File: config.mk
export PLATFORM = sky130hd
export DESIGN_NAME = tc_timer
export DESIGN_NICKNAME = d
export VERILOG_FILES = /design/src/rtl/tc_timer.sv
export SDC_FILE = /design/constraint.sdc
export NUM_CORES = 1
export LEC_CHECK = 0
export CAP_MARGIN = 40
export CORE_MARGIN = 10
export CORE_UTILIZATION = 45
export DETAILED_ROUTE_END_ITERATION = 10
export MAX_ROUTING_LAYER = met4
export PLACE_DENSITY = 0.73
export SLEW_MARGIN = 15
export SYNTH_ARGS = -nofsm -noshare
export SYNTH_HDL_FRONTEND = slang
export SYNTH_SLANG_ARGS = --single-unit
export TNS_END_PERCENT = 30
File: constraint.sdc
create_clock -name clk -period 2.8 [get_ports clk]
set_input_delay 0.84 -clock clk [delete_from_list [all_inputs] [get_ports clk]]
set_output_delay 0.84 -clock clk [all_outputs]
set_load 0.01 [all_outputs]
File: src/rtl/tc_timer.sv
// tc_timer: memory-mapped countdown timer with one-shot / auto-reload modes and a CP0 irq line.
// Optional count prescaler is compiled in when TC_PRESCALE_EN is defined.
module tc_timer #(
  parameter int unsigned PRESCALE = 1
) (
  input  logic        clk,
  input  logic        reset,
  input  logic [1:0]  addr,
  input  logic        we,
  input  logic [31:0] wdata,
  output logic [31:0] rdata,
  output logic        irq
);

  localparam int unsigned DW = 32;
  localparam int unsigned AW = 2;
  localparam logic [AW-1:0] A_CTRL   = AW'(0);
  localparam logic [AW-1:0] A_PRESET = AW'(1);
  localparam logic [AW-1:0] A_COUNT  = AW'(2);
  localparam logic [1:0]    MODE_AUTO = 2'd1;

  typedef enum logic [1:0] {
    ST_IDLE = 2'd0,
    ST_LOAD = 2'd1,
    ST_CNT  = 2'd2,
    ST_INT  = 2'd3
  } state_e;

  if (PRESCALE < 1 || PRESCALE > 65535) begin : g_bad_prescale
    $error("tc_timer: PRESCALE must be in 1..65535");
  end

  state_e        state_q, state_d;
  logic          en_q, en_d;
  logic [1:0]    mode_q, mode_d;
  logic          im_q, im_d;
  logic [DW-1:0] preset_q, preset_d;
  logic [DW-1:0] count_q, count_d;
  logic          irq_flag_q, irq_flag_d;
  logic          tick;
  logic          wr_ctrl;
  logic          wr_preset;

`ifdef TC_PRESCALE_EN
  localparam int unsigned DIVW = 16;
  localparam logic [DIVW-1:0] DIV_LAST = DIVW'(PRESCALE - 1);
  logic [DIVW-1:0] div_q, div_d;
  assign tick = (div_q == DIV_LAST);
`else
  assign tick = 1'b1;
`endif

  assign wr_ctrl   = we && (addr == A_CTRL);
  assign wr_preset = we && (addr == A_PRESET);

  // Next-state: timer FSM first, then bus writes so a CTRL write overrides the INT-time EN clear.
  always_comb begin
    state_d    = state_q;
    en_d       = en_q;
    mode_d     = mode_q;
    im_d       = im_q;
    preset_d   = preset_q;
    count_d    = count_q;
    irq_flag_d = irq_flag_q;
`ifdef TC_PRESCALE_EN
    div_d      = div_q;
`endif

    if (wr_ctrl) begin
      irq_flag_d = 1'b0;
    end

    case (state_q)
      ST_IDLE: begin
        if (en_q) begin
          state_d = ST_LOAD;
        end
      end
      ST_LOAD: begin
        count_d = preset_q;
        state_d = ST_CNT;
`ifdef TC_PRESCALE_EN
        div_d   = '0;
`endif
      end
      ST_CNT: begin
        if (!en_q) begin
          state_d = ST_IDLE;
        end else begin
`ifdef TC_PRESCALE_EN
          div_d = tick ? '0 : div_q + DIVW'(1);
`endif
          if (tick) begin
            if (count_q > DW'(1)) begin
              count_d = count_q - DW'(1);
            end else begin
              count_d    = '0;
              state_d    = ST_INT;
              irq_flag_d = 1'b1;
            end
          end
        end
      end
      ST_INT: begin
        if (mode_q == MODE_AUTO) begin
          irq_flag_d = 1'b0;
        end else begin
          en_d = 1'b0;
        end
        state_d = ST_IDLE;
      end
      default: state_d = ST_IDLE;
    endcase

    if (wr_ctrl) begin
      en_d   = wdata[0];
      mode_d = wdata[2:1];
      im_d   = wdata[3];
    end
    if (wr_preset) begin
      preset_d = wdata;
    end
  end

  always_ff @(posedge clk) begin
    if (reset) begin
      state_q    <= ST_IDLE;
      en_q       <= 1'b0;
      mode_q     <= 2'd0;
      im_q       <= 1'b0;
      preset_q   <= '0;
      count_q    <= '0;
      irq_flag_q <= 1'b0;
    end else begin
      state_q    <= state_d;
      en_q       <= en_d;
      mode_q     <= mode_d;
      im_q       <= im_d;
      preset_q   <= preset_d;
      count_q    <= count_d;
      irq_flag_q <= irq_flag_d;
    end
  end

`ifdef TC_PRESCALE_EN
  always_ff @(posedge clk) begin
    if (reset) begin
      div_q <= '0;
    end else begin
      div_q <= div_d;
    end
  end
`endif

  // Read mux is combinational from addr; reserved address reads zero.
  always_comb begin
    rdata = '0;
    case (addr)
      A_CTRL:   rdata = {28'd0, im_q, mode_q, en_q};
      A_PRESET: rdata = preset_q;
      A_COUNT:  rdata = count_q;
      default:  rdata = '0;
    endcase
  end

  assign irq = irq_flag_q & im_q;

endmodule
==> key figures, run 1 <==
Timing
  – RSZ-0062 raised after global routing: false
  – Fin. max-slew vios: 0
  – Tightest Pin Transition: 0.601 ns
  – Crit path time final: 2.68 ns
  – Final setup fails: 0
  – Max Freq: 0.373 GHz
  – Final hold vios: 0
  – Final Skew: 0.0120 ns
  – Final worst-path cycle share: 95.7%
  – Setup ws final: between 0.1 and 0.15 ns
  – Max-slew headroom: 59.6%

Detailed routing
  – DRT Pass-1 Iters: 6
  – Final wirelength: 13700 µm
  – DRC Markers: 0
  – WL/cell: approximately 20 µm
  – Iter 0 DRT Violations: 392
  – DR vias/cell: 6.25
  – Routed Antenna Nets: 0
  – Vias post-DR: 4333

Layout
  – Util after Layout: 59.0%
  – Area growth, synth to finish: 28.9%
  – Layout Cells excl Fill: 693
  – Fin nets: 620
  – Post-route cell area: 0.00512 mm²
  – Layout cells sized above 1: between 10% and 20%
  – Antenna diodes: 0
  – Fillers: 845

Clock tree
  – Clock Sinks: 71
  – CTS Hold Buffers Added: 0
  – Clock Latency Late Sink: 0.36 ns
  – CTS buffer count: 9
  – # H-tree levels: 3
  – Worst-path clk slew: 0.08 ns
  – Root Buffer: clkbuf_8
  – CTS Buffer Depth: 2
  – TritonCTS clock tree: yes

Synthesis
  – Post-synth top area share: 35.7%
  – Distinct cell type count of the synthesized netlist: 53
  – Yosys top cell by area: dfxtp_1
  – Post-synthesis mux area share: 1.76%
  – Synthesized flop and latch total: 71
  – Post-synthesis sequential area ratio: 35.7%
  – Adder-cell area share of the yosys netlist: 0.629%
  – Ys async rst share: 0%
  – Mapped Cells: between 500 and 600
  – Syn nets: about 560
  – Count leader, synth: nand2_1
  – Most frequently used flop master after synthesis: dfxtp_1
  – Largest family of logic cells by synthesized area: simple AND/OR/NAND/NOR gates
  – XOR/XNOR share of the synthesized area: 0.441%
  – Commonest cells post-synth: nand2_1, dfxtp_1, clkbuf_1
  – EDFF count, synth: 0
  – Synth top area cells: dfxtp_1, nand2_1, a22o_1
  – Simple-gate share of the synthesized area: 28.1%
  – Syn. warnings: 0
  – Netlist Area Pre-Place: about 0.0040 mm²
  – Compound-gate portion of the synthesized area: 27.2%
  – Syn Area/Cell: 7.66 µm²

Worst hold path
  – Worst Hold Class: flop to flop

Critical path
  – CP Max Fanout: 7
  – Most frequent CP cell: buf_6
  – WS Path Type: input pin to output port
  – Slowest CP cell: nor2b_4
  – Critical path, cell by cell: clkbuf_2 > buf_6 > nor2b_4 > buf_6 > buf_6 > buf_16 > a22o_1 > buf_2
  – WP data arrival: 1.84 ns
  – WP buf/inv: 6
  – Critical Path Sink Type: output port
  – Crit-path leading delay family: buffers and inverters
  – Startpoint Class: input pin
  – Worst EP required: 1.96 ns
  – Largest stage delay on the critical path: 0.14 ns

Placed design
  – Worst slack at placement: -0.515 ns
  – Placed instance count: 671
  – GPL Wtd Cong: slightly above 0.9
  – Placed Instance Area: 0.00485 mm²
  – HPWL after DPL: a little over 9000 µm
  – Port bufs: 69

Die
  – Core ar.: about 0.0087 mm²
  – Die X: 114 µm
  – I/O pin cnt: 70
  – Die ar.: 0.0130 mm²
  – Effective utilization at floorplan: 45.8%
  – # rows: 34
  – Die H: roughly 110 µm

GRT
  – Largest net degree at the start of global routing: 33
  – Initial antenna violation count: 0
  – Total track usage: 21.4%
  – Global-route wire length before repair: about 22000 µm
  – GR Overflow Total: 0
  – Number of global-route vias before repair: ~4200

Power and ir drop
  – Leakage: 2.00 nW
  – Peak supply drop: ~0.29 mV
  – Cell Pwr Density: 470 mW/mm²

Run status
  – Status: finished clean

Run
  – Max_cap viols: 0
worst register-to-register path, stage by stage (launching register included):
cell      delay [ns]
dfxtp_1         0.39
or4_1           0.69
or3_1           0.50
nor2_1          0.26
a41oi_1         0.16
a221oi_1        0.28
metrics by stage:
| step | hold WS, ns | power, mW | TNS (ns) |
|---|---|---|---|
| floorplan | 0.445 | 1.24 | 0 |
| global placement | 0.462 | 1.37 | -15.01 |
| detailed placement | 0.465 | 1.38 | -15.34 |
| CTS | 0.477 | 2.40 | 0 |
| global route | 0.498 | 2.48 | 0 |
| finish | 0.479 | 2.41 | 0 |
placed cells by master (no fill, tap or decap), types with 5 or more instances in the layout:
cell / netlist / layout
nor4_1: 14 / 14
or3_1: 11 / 11
or4_1: 6 / 6
or2_2: 5 / 5
nor2b_1: 7 / 5
clkdlybuf4s50_1: 0 / 34
nand2_1: 83 / 83
a22oi_1: 16 / 16
dlygate4sd2_1: 0 / 11
nand4_1: 11 / 11
a32oi_1: 5 / 5
a22o_1: 28 / 28
dfxtp_1: 71 / 71
a31oi_1: 22 / 22
buf_2: 3 / 22
nand3b_1: 5 / 5
buf_4: 0 / 25
clkbuf_8: 0 / 10
o21ai_0: 7 / 7
mux2i_1: 7 / 7
nor3_1: 12 / 12
inv_1: 10 / 10
o211ai_1: 9 / 9
nand3_1: 20 / 20
a21oi_1: 43 / 43
nor2_1: 23 / 22
kinds of logic (layout without fill, tap and decap cells):
family	after synthesis	after routing
DFF	71	71
buffers and inverters	63	129
and+or+nand+nor	219	219
muxes	7	7
adders and majority gates	2	2
AOI/OAI and AO/OA	155	155
xor gates and xnor gates	2	2
power by group:
group | leakage, nW | internal (mW) | switching (mW)
Sequential | 0.575 | 1.03 | 0.0218
Combinational | 1.30 | 0.151 | 0.183
Clock | 0.119 | 0.613 | 0.409
Total | 2.00 | 1.79 | 0.613
flip-flops by register name, indices dropped and copies added, names as in the netlist:
name and flops:
mode_q 2, count_q 32, en_q 1, preset_q 32
im_q 1, state_q 2, irq_flag_q 1
metal layers:
metal | GRT usage (%) | vias up | share of wire, %
met5 | - | - | 0
met4 | 6.85 | 0 | 1.3
met3 | 3.83 | 14 | 6.8
met2 | 33.0 | 188 | 48
met1 | 27.7 | 2060 | 44
li1 | - | 2071 | -
final timing paths:
kind	from	end	slack, ns	depth (start not counted)
worst min register to register	preset_q[0]	preset_q[0]	0.48	2
worst max register to register	count_q[18]	count_q[31]	0.43	5
worst min-delay path	preset_q[0]	preset_q[0]	0.48	2
worst max-delay path	addr[0]	rdata[21]	0.12	8
repair_timing:
action	CTS	global route
cloned	4	0
pin swaps	0	1
setup endpoints to repair	32	21
setup buffers	3	0
resized for setup	107	2
cell type report:
type | count | area, µm² | area share [%]
Clock buffer | 10 | 138 | 2.69
Clock inverter | 5 | 106 | 2.08
Inverter | 10 | 37.5 | 0.733
Multi-Input combinational cell | 385 | 2330 | 45.5
Sequential cell | 71 | 1420 | 27.7
Tap cell | 108 | 135 | 2.64
Timing Repair Buffer | 104 | 953 | 18.6
Note: power is estimated with default switching activity, not from simulation.
==> inputs of run 2 (changes only) <==
- GPL_TIMING_DRIVEN: default -> 0
- PLACE_DENSITY: 0.73 -> default
- PLACE_DENSITY_LB_ADDON: default -> 0.3
==> run 2 against run 1 <==
  * Maximum frequency down 3.0%
  * Setup slack got worse by 0.082 ns
  * Total power rose by 4.0%
  * Non-clock buffer count is 19 higher
  * Global-route usage grew 3.6 points
  * Register-to-register slack lost 0.35 ns
  * Sequential power is essentially flat
  * First-iteration DRC count up 11%
  * Sequential cell count unchanged
==> key figures, run 2 (synthesis results as in run 1) <==
Run status
  – Status: finished clean

Die
  – Die X: 114 µm (unchanged)
  – Die ar.: 0.0130 mm² (unchanged)
  – Die H: 114 µm (unchanged)
  – Core ar.: 0.00868 mm² (unchanged)
  – Effective utilization at floorplan: 45.8% (unchanged)
  – # rows: 34 (unchanged)
  – I/O pin cnt: 70 (unchanged)

Timing
  – RSZ-0062 raised after global routing: true
  – WHS: 0.484 ns (+0.00536 ns)
  – Tightest Pin Transition: 0.750 ns (+0.149 ns)
  – Final Skew: 0.0134 ns (+0.00141 ns)
  – Crit path time final: 2.76 ns (+0.0824 ns)
  – Final worst-path cycle share: 98.6% (+2.9 points)
  – Max-slew headroom: 49.8% (-9.8 points)
  – Max Freq: 0.362 GHz (-3.0%)
  – Final hold vios: 0 (unchanged)
  – Final setup fails: 0 (unchanged)
  – Fin. max-slew vios: 0 (unchanged)

GRT
  – Initial antenna violation count: 0 (unchanged)
  – GR Overflow Total: 0 (unchanged)
  – Total track usage: 25.0% (+3.6 points)
  – Largest net degree at the start of global routing: 13 (-61%)
  – Number of global-route vias before repair: 4270 (+1.2%)
  – Global-route wire length before repair: 24700 µm (+11%)

Power and ir drop
  – Leakage: 1.90 nW (-5.0%)
  – Peak supply drop: 0.251 mV (-12%)
  – Internal: 1.84 mW (+2.4%)
  – Sequential Power Share: 42.0% (-1.7 points)
  – Net Switching: 665 µW (+8.5%)
  – Cell Pwr Density: 481 mW/mm² (+2.5%)
  – Sw Share: 26.6% (+1.1 points)
  – Gate power share: 14.0% (about the same)
  – Clock Power Share: 44.0% (+1.6 points)

Layout
  – Layout cells sized above 1: 10.4% (-4.6 points)
  – Commonest non-fill, non-tap cell in the layout: nand2_1
  – Antenna diodes: 0 (unchanged)
  – Regs by FF count: count_q (32), preset_q (32)
  – Post-route cell area: 0.00520 mm² (+1.4%)
  – Area growth, synth to finish: 30.7%
  – Fin nets: 639 (+3.1%)
  – Most frequent cells in the layout: nand2_1, dfxtp_1, a21oi_1

Clock tree
  – Worst-path clk slew: 0.07 ns (about the same)
  – Clock Sinks: 71 (unchanged)
  – CTS Buffer Depth: 2 (unchanged)
  – Clock Latency Late Sink: 0.35 ns (about the same)
  – TritonCTS clock tree: yes
  – CTS buffer count: 9 (unchanged)
  – Root Buffer: clkbuf_8
  – # H-tree levels: 3 (unchanged)

Detailed routing
  – Vias post-DR: 4568 (+5.4%)
  – Wl on met1: 6990 µm (+16%)
  – Routed Antenna Nets: 0 (unchanged)
  – DRC Markers: 0 (unchanged)
  – Top sig layer: met4
  – DR vias/cell: 6.41 (+2.5%)
  – Final wirelength: 16400 µm (+20%)
  – Iter 0 DRT Violations: 436 (+11%)
  – Met2 Wirelength: 7370 µm (+12%)
  – Detail Route met3 WL: 1630 µm (+74%)
  – WL/cell: 23.0 µm (+16%)
  – DRT Pass-1 Iters: 6 (unchanged)

Critical path
  – Reg2reg start: count_q[17]
  – Worst R2R Path Depth: 7 (+2)
  – Critical path destination: rdata[20]
  – Reg-to-reg setup timing slack: 0.08 ns (-0.35 ns)
  – Worst EP required: 1.96 ns (about the same)
  – WP data arrival: 1.92 ns (+0.08 ns)
  – Reg-to-reg endpoint: count_q[16]
  – Critical Path Sink Type: output port
  – CP Max Fanout: 9 (+2)
  – Crit path from: addr[1]
  – WS Path Type: input pin to output port
  – Startpoint Class: input pin

Run
  – Max_cap viols: 0 (unchanged)

Placed design
  – Port bufs: 66 (-4.3%)
  – HPWL after DPL: 11700 µm (+27%)
  – GPL Wtd Cong: 0.978 (+5.6%)
  – Placed Instance Area: 0.00478 mm² (-1.4%)

Worst hold path
  – Worst Hold Class: flop to flop
-- run 2: critical path, cell delays in order --
cell           delay, ns
buf_4               0.16
nor2b_4             0.13
clkbuf_8            0.15
buf_4               0.17
a22o_1              0.19
dlygate4sd2_1       0.28
-- run 2: metrics by stage --
step / std cells / setup slack (ns) / total power [mW] / TNS [ns] / utilization [%]
4_1_cts: 712 / -0.0324 / 2.48 / -0.0324 / 59.7
5_1_grt: 713 / -0.00479 / 2.58 / -0.00479 / 59.9
3_3_place_gp: 693 / -0.961 / 1.39 / -27.65 / 55.0
2_1_floorplan: 519 / 0.100 / 1.24 / 0 / -
3_5_place_dp: 693 / -0.960 / 1.39 / -28.53 / 55.1
6_report: 713 / 0.0381 / 2.50 / 0 / 59.9
-- run 2: how the worst min path moves through the flow --
stage,depth (start not counted),endpoint,startpoint
2_1_floorplan,2,preset_q[28],preset_q[28]
3_3_place_gp,2,preset_q[4],preset_q[4]
3_5_place_dp,2,preset_q[1],preset_q[1]
4_1_cts,2,preset_q[1],preset_q[1]
5_1_grt,2,preset_q[7],preset_q[7]
6_report,2,preset_q[12],preset_q[12]
-- run 2: layout make-up --
cell class	instances	area, µm²
fill	829	3480
multi-input combinational	385	2360
sequential	71	1420
timing repair buffer	71	664
buffer	52	314
clock buffer	12	165
tap	108	135
clock inverter	4	98.8
inverter	10	37.5
-- run 2: power groups by stage --
stage / Clock (mW) / Combinational (mW) / Sequential [mW]
detailed placement: 0 / 0.317 / 1.07
finish: 1.10 / 0.351 / 1.05
global route: 1.16 / 0.370 / 1.05
CTS: 1.10 / 0.335 / 1.05
floorplan: 0 / 0.171 / 1.06
global placement: 0 / 0.314 / 1.07
-- run 2: layer usage --
layer | global-route usage [%] | vias to the layer above
li1 | - | 2104
met4 | 9.77 | 0
met2 | 36.6 | 291
met1 | 32.9 | 2136
met5 | - | -
met3 | 5.25 | 37
-- run 2: repair_timing --
action,4_1_cts,5_1_grt
cloned,0,0
hold endpoints to repair,0,0
pin swaps,0,1
hold buffers,0,0
endpoints found under the setup margin,40,52
buffers inserted,3,1
gates resized for setup,89,24
